### src/rtl/instruction_fetch_unit.sv
// IF stage: owns the PC and the IF/ID register, fetching over a one-outstanding req/ack imem port.
// Optional performance counters are built when IFU_PERF_CNT_EN is defined.
module instruction_fetch_unit #(
  parameter logic [31:0] RESET_PC = 32'h0000_0000,
  parameter logic [31:0] NOP_WORD = 32'h0000_0000
) (
  input  logic        Clk,
  input  logic        Rst_n,
  input  logic        ID_stall,
  input  logic        ID_PCSrc,
  input  logic [31:0] ID_new_PC,
  output logic        imem_req,
  output logic [31:0] imem_addr,
  input  logic        imem_ack,
  input  logic [31:0] imem_rdata,
  output logic [31:0] IF_ID_Instruction,
  output logic [31:0] IF_ID_PC4,
  output logic        IF_ID_valid,
  output logic [31:0] perf_fetch_cnt,
  output logic [31:0] perf_squash_cnt
);

  typedef enum logic [1:0] {S_IDLE, S_FETCH, S_DROP, S_FULL} state_t;

  state_t      state_p0, state_nxt;
  logic [31:0] pc_p0, pc_nxt;
  logic [31:0] pending_pc_p0, pending_pc_nxt;
  logic [31:0] buf_instr_p0, buf_instr_nxt;
  logic [31:0] buf_pc4_p0, buf_pc4_nxt;
  logic [31:0] ifid_instr_nxt, ifid_pc4_nxt;
  logic        ifid_vld_nxt;
  logic        redirect;
  logic [31:0] redirect_pc, pc_plus4;

  assign redirect    = ID_PCSrc & ~ID_stall;
  assign redirect_pc = ID_new_PC & ~32'd3;
  assign pc_plus4    = pc_p0 + 32'd4;

  // The in-flight address is always the PC: it only moves once an ack retires the fetch.
  assign imem_req  = (state_p0 == S_FETCH) || (state_p0 == S_DROP);
  assign imem_addr = pc_p0;

  always_comb begin
    state_nxt      = state_p0;
    pc_nxt         = pc_p0;
    pending_pc_nxt = pending_pc_p0;
    buf_instr_nxt  = buf_instr_p0;
    buf_pc4_nxt    = buf_pc4_p0;
    ifid_instr_nxt = IF_ID_Instruction;
    ifid_pc4_nxt   = IF_ID_PC4;
    ifid_vld_nxt   = IF_ID_valid;
    if (!ID_stall) begin
      ifid_instr_nxt = NOP_WORD;
      ifid_vld_nxt   = 1'b0;
    end
    case (state_p0)
      S_IDLE: state_nxt = S_FETCH;
      S_FETCH: begin
        if (imem_ack) begin
          if (redirect) begin
            pc_nxt = redirect_pc;
          end else if (!ID_stall) begin
            ifid_instr_nxt = imem_rdata;
            ifid_pc4_nxt   = pc_plus4;
            ifid_vld_nxt   = 1'b1;
            pc_nxt         = pc_plus4;
          end else begin
            buf_instr_nxt = imem_rdata;
            buf_pc4_nxt   = pc_plus4;
            pc_nxt        = pc_plus4;
            state_nxt     = S_FULL;
          end
        end else if (redirect) begin
          pending_pc_nxt = redirect_pc;
          state_nxt      = S_DROP;
        end
      end
      S_DROP: begin
        if (redirect) pending_pc_nxt = redirect_pc;
        if (imem_ack) begin
          pc_nxt    = redirect ? redirect_pc : pending_pc_p0;
          state_nxt = S_FETCH;
        end
      end
      S_FULL: begin
        if (redirect) begin
          pc_nxt    = redirect_pc;
          state_nxt = S_FETCH;
        end else if (!ID_stall) begin
          ifid_instr_nxt = buf_instr_p0;
          ifid_pc4_nxt   = buf_pc4_p0;
          ifid_vld_nxt   = 1'b1;
          state_nxt      = S_FETCH;
        end
      end
      default: state_nxt = S_IDLE;
    endcase
  end

  // Stage p0: control state, PC and IF/ID register
  always_ff @(posedge Clk or negedge Rst_n) begin
    if (!Rst_n) begin
      state_p0          <= S_IDLE;
      pc_p0             <= RESET_PC;
      IF_ID_Instruction <= NOP_WORD;
      IF_ID_PC4         <= 32'd0;
      IF_ID_valid       <= 1'b0;
    end else begin
      state_p0          <= state_nxt;
      pc_p0             <= pc_nxt;
      IF_ID_Instruction <= ifid_instr_nxt;
      IF_ID_PC4         <= ifid_pc4_nxt;
      IF_ID_valid       <= ifid_vld_nxt;
    end
  end

  // Stage p0 data side: skid buffer and pending target are only read when the state says they are live
  always_ff @(posedge Clk) begin
    pending_pc_p0 <= pending_pc_nxt;
    buf_instr_p0  <= buf_instr_nxt;
    buf_pc4_p0    <= buf_pc4_nxt;
  end

`ifdef IFU_PERF_CNT_EN
  logic        fetch_inc, squash_inc;
  logic [31:0] fetch_cnt_p0, squash_cnt_p0;

  assign fetch_inc  = ~ID_stall & ifid_vld_nxt;
  assign squash_inc = ((state_p0 == S_FETCH) & imem_ack & redirect) |
                      ((state_p0 == S_DROP) & imem_ack) |
                      ((state_p0 == S_FULL) & redirect);

  always_ff @(posedge Clk or negedge Rst_n) begin
    if (!Rst_n) begin
      fetch_cnt_p0  <= 32'd0;
      squash_cnt_p0 <= 32'd0;
    end else begin
      if (fetch_inc)  fetch_cnt_p0  <= fetch_cnt_p0 + 32'd1;
      if (squash_inc) squash_cnt_p0 <= squash_cnt_p0 + 32'd1;
    end
  end

  assign perf_fetch_cnt  = fetch_cnt_p0;
  assign perf_squash_cnt = squash_cnt_p0;
`else
  assign perf_fetch_cnt  = 32'd0;
  assign perf_squash_cnt = 32'd0;
`endif

endmodule

### config.mk
export PLATFORM = sky130hd
export DESIGN_NAME = instruction_fetch_unit
export DESIGN_NICKNAME = d
export VERILOG_FILES = /design/src/rtl/instruction_fetch_unit.sv
export SDC_FILE = /design/constraint.sdc
export NUM_CORES = 1
export LEC_CHECK = 0
export BUFFER_PORTS_ARGS = -buffer_cell sky130_fd_sc_hd__buf_2
export CORE_ASPECT_RATIO = 1.2
export CORE_MARGIN = 2
export CORE_UTILIZATION = 47
export DETAILED_ROUTE_END_ITERATION = 6
export HOLD_SLACK_MARGIN = 0.1
export PLACE_DENSITY = 0.73
export SYNTH_ARGS = -nofsm -noshare
export SYNTH_HDL_FRONTEND = slang
export SYNTH_SLANG_ARGS = --single-unit
### constraint.sdc
create_clock -name Clk -period 3.55 [get_ports Clk]
set_clock_uncertainty 0.1 [all_clocks]
set_input_delay 0.8875 -clock Clk [delete_from_list [all_inputs] [get_ports Clk]]
set_output_delay 0.8875 -clock Clk [all_outputs]
set_load 0.005 [all_outputs]
; ---- Yosys cells after proc, flatten, opt, wreduce, memory -nomap -nowiden
; Index checks and enable logic that the tools add are counted.
[totals]
word_cells = 71
regBits = 195
input_bits = 69
[op_classes]
n_eq_ne = 15
n_bitwise = 3
add_sub_neg = 1
reduce_logical = 10
n_mux = 34
[ops]
columns = operator, n
row1 = two-way mux 32 bit, 17
row2 = one-hot mux 32 bit (2 select lines), 3
row3 = one-hot mux 32 bit (3 select lines), 1
row4 = adder 32 x 3 -> 32 bit (second input constant), 1
row5 = inequality test 2 bit (second input constant), 8
row6 = two-way mux 2 bit, 7
row7 = inequality test 3 bit (second input constant), 4
row8 = one-hot mux 2 bit (4 select lines), 1
row9 = AND reduction 4 bit, 2
row10 = AND reduction 6 bit, 1
row11 = AND reduction 5 bit, 1
row12 = equality test 2 bit (second input constant), 2
row13 = two-way mux 1 bit, 4
row14 = nonzero test 2 bit, 2
row15 = nonzero test 3 bit, 1
row16 = equality test 2 x 1 -> 1 bit (second input constant), 1
row17 = logical NOT 2 bit, 1
row18 = inverter 1 bit, 2
row19 = one-hot mux 1 bit (2 select lines), 1
row20 = AND reduction 2 bit, 1
row21 = AND 1 bit, 1
row22 = logical OR 1 bit, 1

; ---- Longest topological paths before layout
[depth]
word_depth = 5
mapped_depth = 10
ltp_nobuf = 7

; ---- Worst setup path before layout
; Ideal clock, no wire load.
[synth_path]
kind = in2reg
start = input ID_stall
end = register buf_instr_p0[0] (enable)
cell_stages = 4
t_required_ns = 3.021
setup_ns = 0.429
arrival_time_ns = 3.181
slack_ns = -0.160
cell_sequence = buf_2 -> clkbuf_1 -> clkbuf_1 -> and3_1
[synth_between]
elab_chain_cells = 4
[synth_lines]
columns = element, line
row1 = from (decl), 9  ; input logic ID_stall,
row2 = inverter 1 bit, 35  ; assign redirect = ID_PCSrc & ~ID_stall;
row3 = AND 1 bit, 35
row4 = inverter 1 bit (no line), --
row5 = AND reduction 4 bit (no line) *, --
row6 = to (signal assigned), 120  ; buf_instr_p0 <= buf_instr_nxt;
row7 = to (decl), 28  ; logic [31:0] buf_instr_p0, buf_instr_nxt;
; Mark *: on every way between the ends. The rest lies on a longest branch, timed or not.
; A chain may end at the register's enable or synchronous reset.

; ---- Worst setup path in the final report
[layout_path]
start = register state_p0[1]
end = register IF_ID_PC4[17]
[layout_between]
elab_chain_cells = 3
word_cells_on_any_way = 10
cone_classes = eq/ne: 7 / mux: 1 / reduce/logical: 2
[layout_lines]
columns = element, line
row1 = from (decl), 25  ; state_t state_p0, state_nxt;
row2 = from (signal assigned), 109  ; state_p0 <= state_nxt;
row3 = equality test 2 bit / equality test 2 x 1 -> 1 bit (equally long branches), 56  ; case (state_p0)
row4 = inequality test 2 bit (no line) / nonzero test 2 bit (equally long branches), --
row5 = AND reduction 6 bit (no line), --
row6 = to (signal assigned), 112  ; IF_ID_PC4 <= ifid_pc4_nxt;
row7 = to (decl), 17  ; output logic [31:0] IF_ID_PC4,
; Parallel ways exist; a longest one is shown, timed or not.

==> run_results.csv <==
group,metric,value,unit
yosys,synth-async-reset-ratio,50.8,%
placed_design,post-dp-hpwl,16200,µm
detailed_routing,dr.pass1.iters,5,
cts,max-clock-path-buffers,2,
yosys,synth_edf_count,96,
setup_path,arrival,2.90,ns
cts,ctsHoldBuffers,0,
global_routing,grt_pass1_wl,36400,µm
floorplan,core-area,20300,µm²
run_status,outcome,"finished clean",
cells_and_area,layout.nets,1143,
yosys,yosysTopAreaCellShare,29.8,%
cts,cts_max_level,4,
cells_and_area,fillCellCount,1845,
setup_path,crit_path_max_fanout,28,
setup_path,required,3.78,ns
floorplan,ioPinCount,231,
cells_and_area,layout-drive-gt1-share,22.3,%
setup_path,cp-end-kind,"flop",
detailed_routing,num_vias,7303,
yosys,ys_warn_count,0,
placed_design,port_buffers,164,
timing,tightest_slew,0.791,ns
timing,fmax,0.375,GHz
yosys,synth_most_common_cell,"nand2_1",
power,power_density,827,nW/µm²
cts,post-cts-setup-buffers,0,
floorplan,rows,57,
worst_hold_path,min_path_type,"reg -> reg",
cells_and_area,area.growth.synth_to_final,14.9,%
cts,numCtsBuffers,17,
yosys,synthTopCellsByCount,"nand2_1 (159), dfrtp_1 (99), edfxtp_1 (96)",
placed_design,place.gp.congestion,0.821,
cells_and_area,finish.instance_area,11100,µm²
setup_path,critPathTopFamily,"compound AO/OA/AOI/OAI gates",
yosys,syn-cell-area,9690,µm²
setup_path,slowest_delay,0.57,ns
detailed_routing,drc,0,
cts,cts_resized,0,
yosys,synth_cell_types,62,
global_routing,grt_use_total,21.2,%
setup_path,crit_chain,"inv_1 -> ha_1 -> nand2b_1 -> a211o_2 -> nand2b_1 -> o221ai_1",
flow_run,maxCapViolCount,0,
yosys,synth.yosys.seq_area_share,55.3,%
timing,rsz0062_at_grt,"false",
detailed_routing,wirelength,22900,µm
cts,cts_tree,"built",
yosys,syn_inst,935,
cts,root_buffer,"clkbuf_16",
cts,clkSinkCount,195,
cts,clkLatencyLatePin,0.44,ns
setup_path,crit_path_frequent_cell,"nand2b_1",
setup_path,setup.worst_path.class,"reg -> reg",
floorplan,dieArea,21800,µm²
timing,fin_crit_sh,75.2,%
detailed_routing,avgViaCountPerCell,5.42,
floorplan,start_util,47.8,%
floorplan,die_h,161,µm
floorplan,die_w,135,µm
global_routing,grt_pass1_vias,6739,
timing,relSlewSlack,47.1,%
global_routing,grt_max_degree,65,
yosys,synth_area_leaders,"edfxtp_1 (30%), dfrtp_1 (26%), nand2_1 (6.2%)",
setup_path,cp-start-kind,"flop",
placed_design,placed_area,10500,µm²
yosys,synth_ff_type,"dfrtp_1",
global_routing,antenna_found_initial,0,
cts,path_clk_slew,0.08,ns
timing,tns,0,ns
power,ir_worst_vdd,375,µV
timing,setup_viol,0,
detailed_routing,drt-wirelength-per-cell,17.0,µm
global_routing,grt_overflow,0,
cells_and_area,n_antenna_cell,0,
detailed_routing,antenna_left,0,
setup_path,worst-path-buf-inv,1,
cells_and_area,multi_input_area,3620,µm²
detailed_routing,drtIter0Drc,618,
setup_path,critPathSlowestCell,"nand2b_1",
yosys,synth_top_cell_by_area,"edfxtp_1",
cells_and_area,seqCellArea,5360,µm²
timing,finalMaxSlewViolations,0,
yosys,synth_seq_cells,195,
timing,period_needed,2.67,ns
power,p_leak,0.00506,µW
timing,hold_viol_final,0,
yosys,syn_area_per_cell,10.4,µm²
## registers in the layout, indices dropped and copies added, names as in the netlist
register / flops
buf_pc4_p0: 32
IF_ID_PC4: 32
state_p0: 2
pending_pc_p0: 32
IF_ID_valid: 1
buf_instr_p0: 32
imem_addr: 32
IF_ID_Instruction: 32
## kinds of logic after synthesis
group                      count (synthesis)  synth area share [%]
and+or+nand+nor                          292                  14.1
AOI/OAI and AO/OA                        213                  15.9
DFF                                      195                  55.3
buffers and inverters                    189                  10.0
xor gates and xnor gates                  25                  2.34
muxes                                     15                  1.58
adders and majority gates                  5                 0.646
other                                      1                0.0387
## worst min-delay path: stages, from the launching register on
cell and delay [ns]:
edfxtp_1 0.33, a222oi_1 0.07, inv_1 0.05
## through the flow
stage | std cells | total power, µW | util, % | setup slack [ns] | hold WS [ns]
floorplan | 998 | 6030 | - | 0.349 | 0.346
global placement | 1315 | 7150 | 52.0 | 0.651 | 0.349
detailed placement | 1315 | 7270 | 52.0 | 0.571 | 0.360
CTS | 1347 | 9260 | 54.9 | 0.919 | 0.378
global route | 1347 | 9830 | 54.9 | 0.734 | 0.397
finish | 1347 | 9210 | 54.9 | 0.881 | 0.371
## final timing paths
check | start | end | slack, ns | cells after the start
min in group asynchronous | Rst_n | IF_ID_Instruction[27]$_DFF_PN0_ | 0.40 | 1
max in group asynchronous | Rst_n | IF_ID_Instruction[21]$_DFF_PN0_ | 2.21 | 2
hold reg to reg | buf_instr_p0[29]$_DFFE_PP_ | IF_ID_Instruction[29]$_DFF_PN0_ | 0.37 | 2
setup / recovery | state_p0[1]$_DFFE_PN0P_ | IF_ID_PC4[17]$_DFFE_PN0P_ | 0.88 | 6
setup reg to reg | state_p0[1]$_DFFE_PN0P_ | IF_ID_PC4[17]$_DFFE_PN0P_ | 0.88 | 6
hold / removal | buf_instr_p0[29]$_DFFE_PP_ | IF_ID_Instruction[29]$_DFF_PN0_ | 0.37 | 2
## placed cells by master (no fill, tap or decap), types with 9 or more instances in the layout
master     count
xnor2_1       19
nor2_1        45
inv_1         60
a211oi_1      25
buf_4         15
and2_1         9
o22a_1        14
dfrtp_1       99
o21a_1        18
buf_2        163
a21oi_1       30
mux2i_1       13
nor3_1        17
conb_1        64
nand2_1      159
a222oi_1      32
o21ai_0       46
edfxtp_1      96
o221ai_1      14
nand3_1       12
clkbuf_16     17
## layer usage
| layer | up-vias | part of all wire (%) | global-route usage [%] |
|---|---|---|---|
| met5 | - | 0 | 0 |
| met4 | 0 | 2.3 | 7.43 |
| met3 | 35 | 7.5 | 4.58 |
| met2 | 270 | 47 | 33.2 |
| met1 | 3501 | 43 | 29.3 |
| li1 | 3497 | - | - |
## cell type report
class	instances	area share, %
Clock buffer	17	3.82
Multi-Input combinational cell	614	32.5
Clock inverter	15	1.62
Timing Repair Buffer	181	8.88
Sequential cell	195	48.2
Inverter	60	2.02
Tap cell	265	2.98
## power breakdown
part	internal [µW]	total [µW]	switching [µW]
Sequential	3340	3960	618
Clock	1020	1970	953
Combinational	1360	3280	1910
Note: power is estimated with default switching activity, not from simulation.
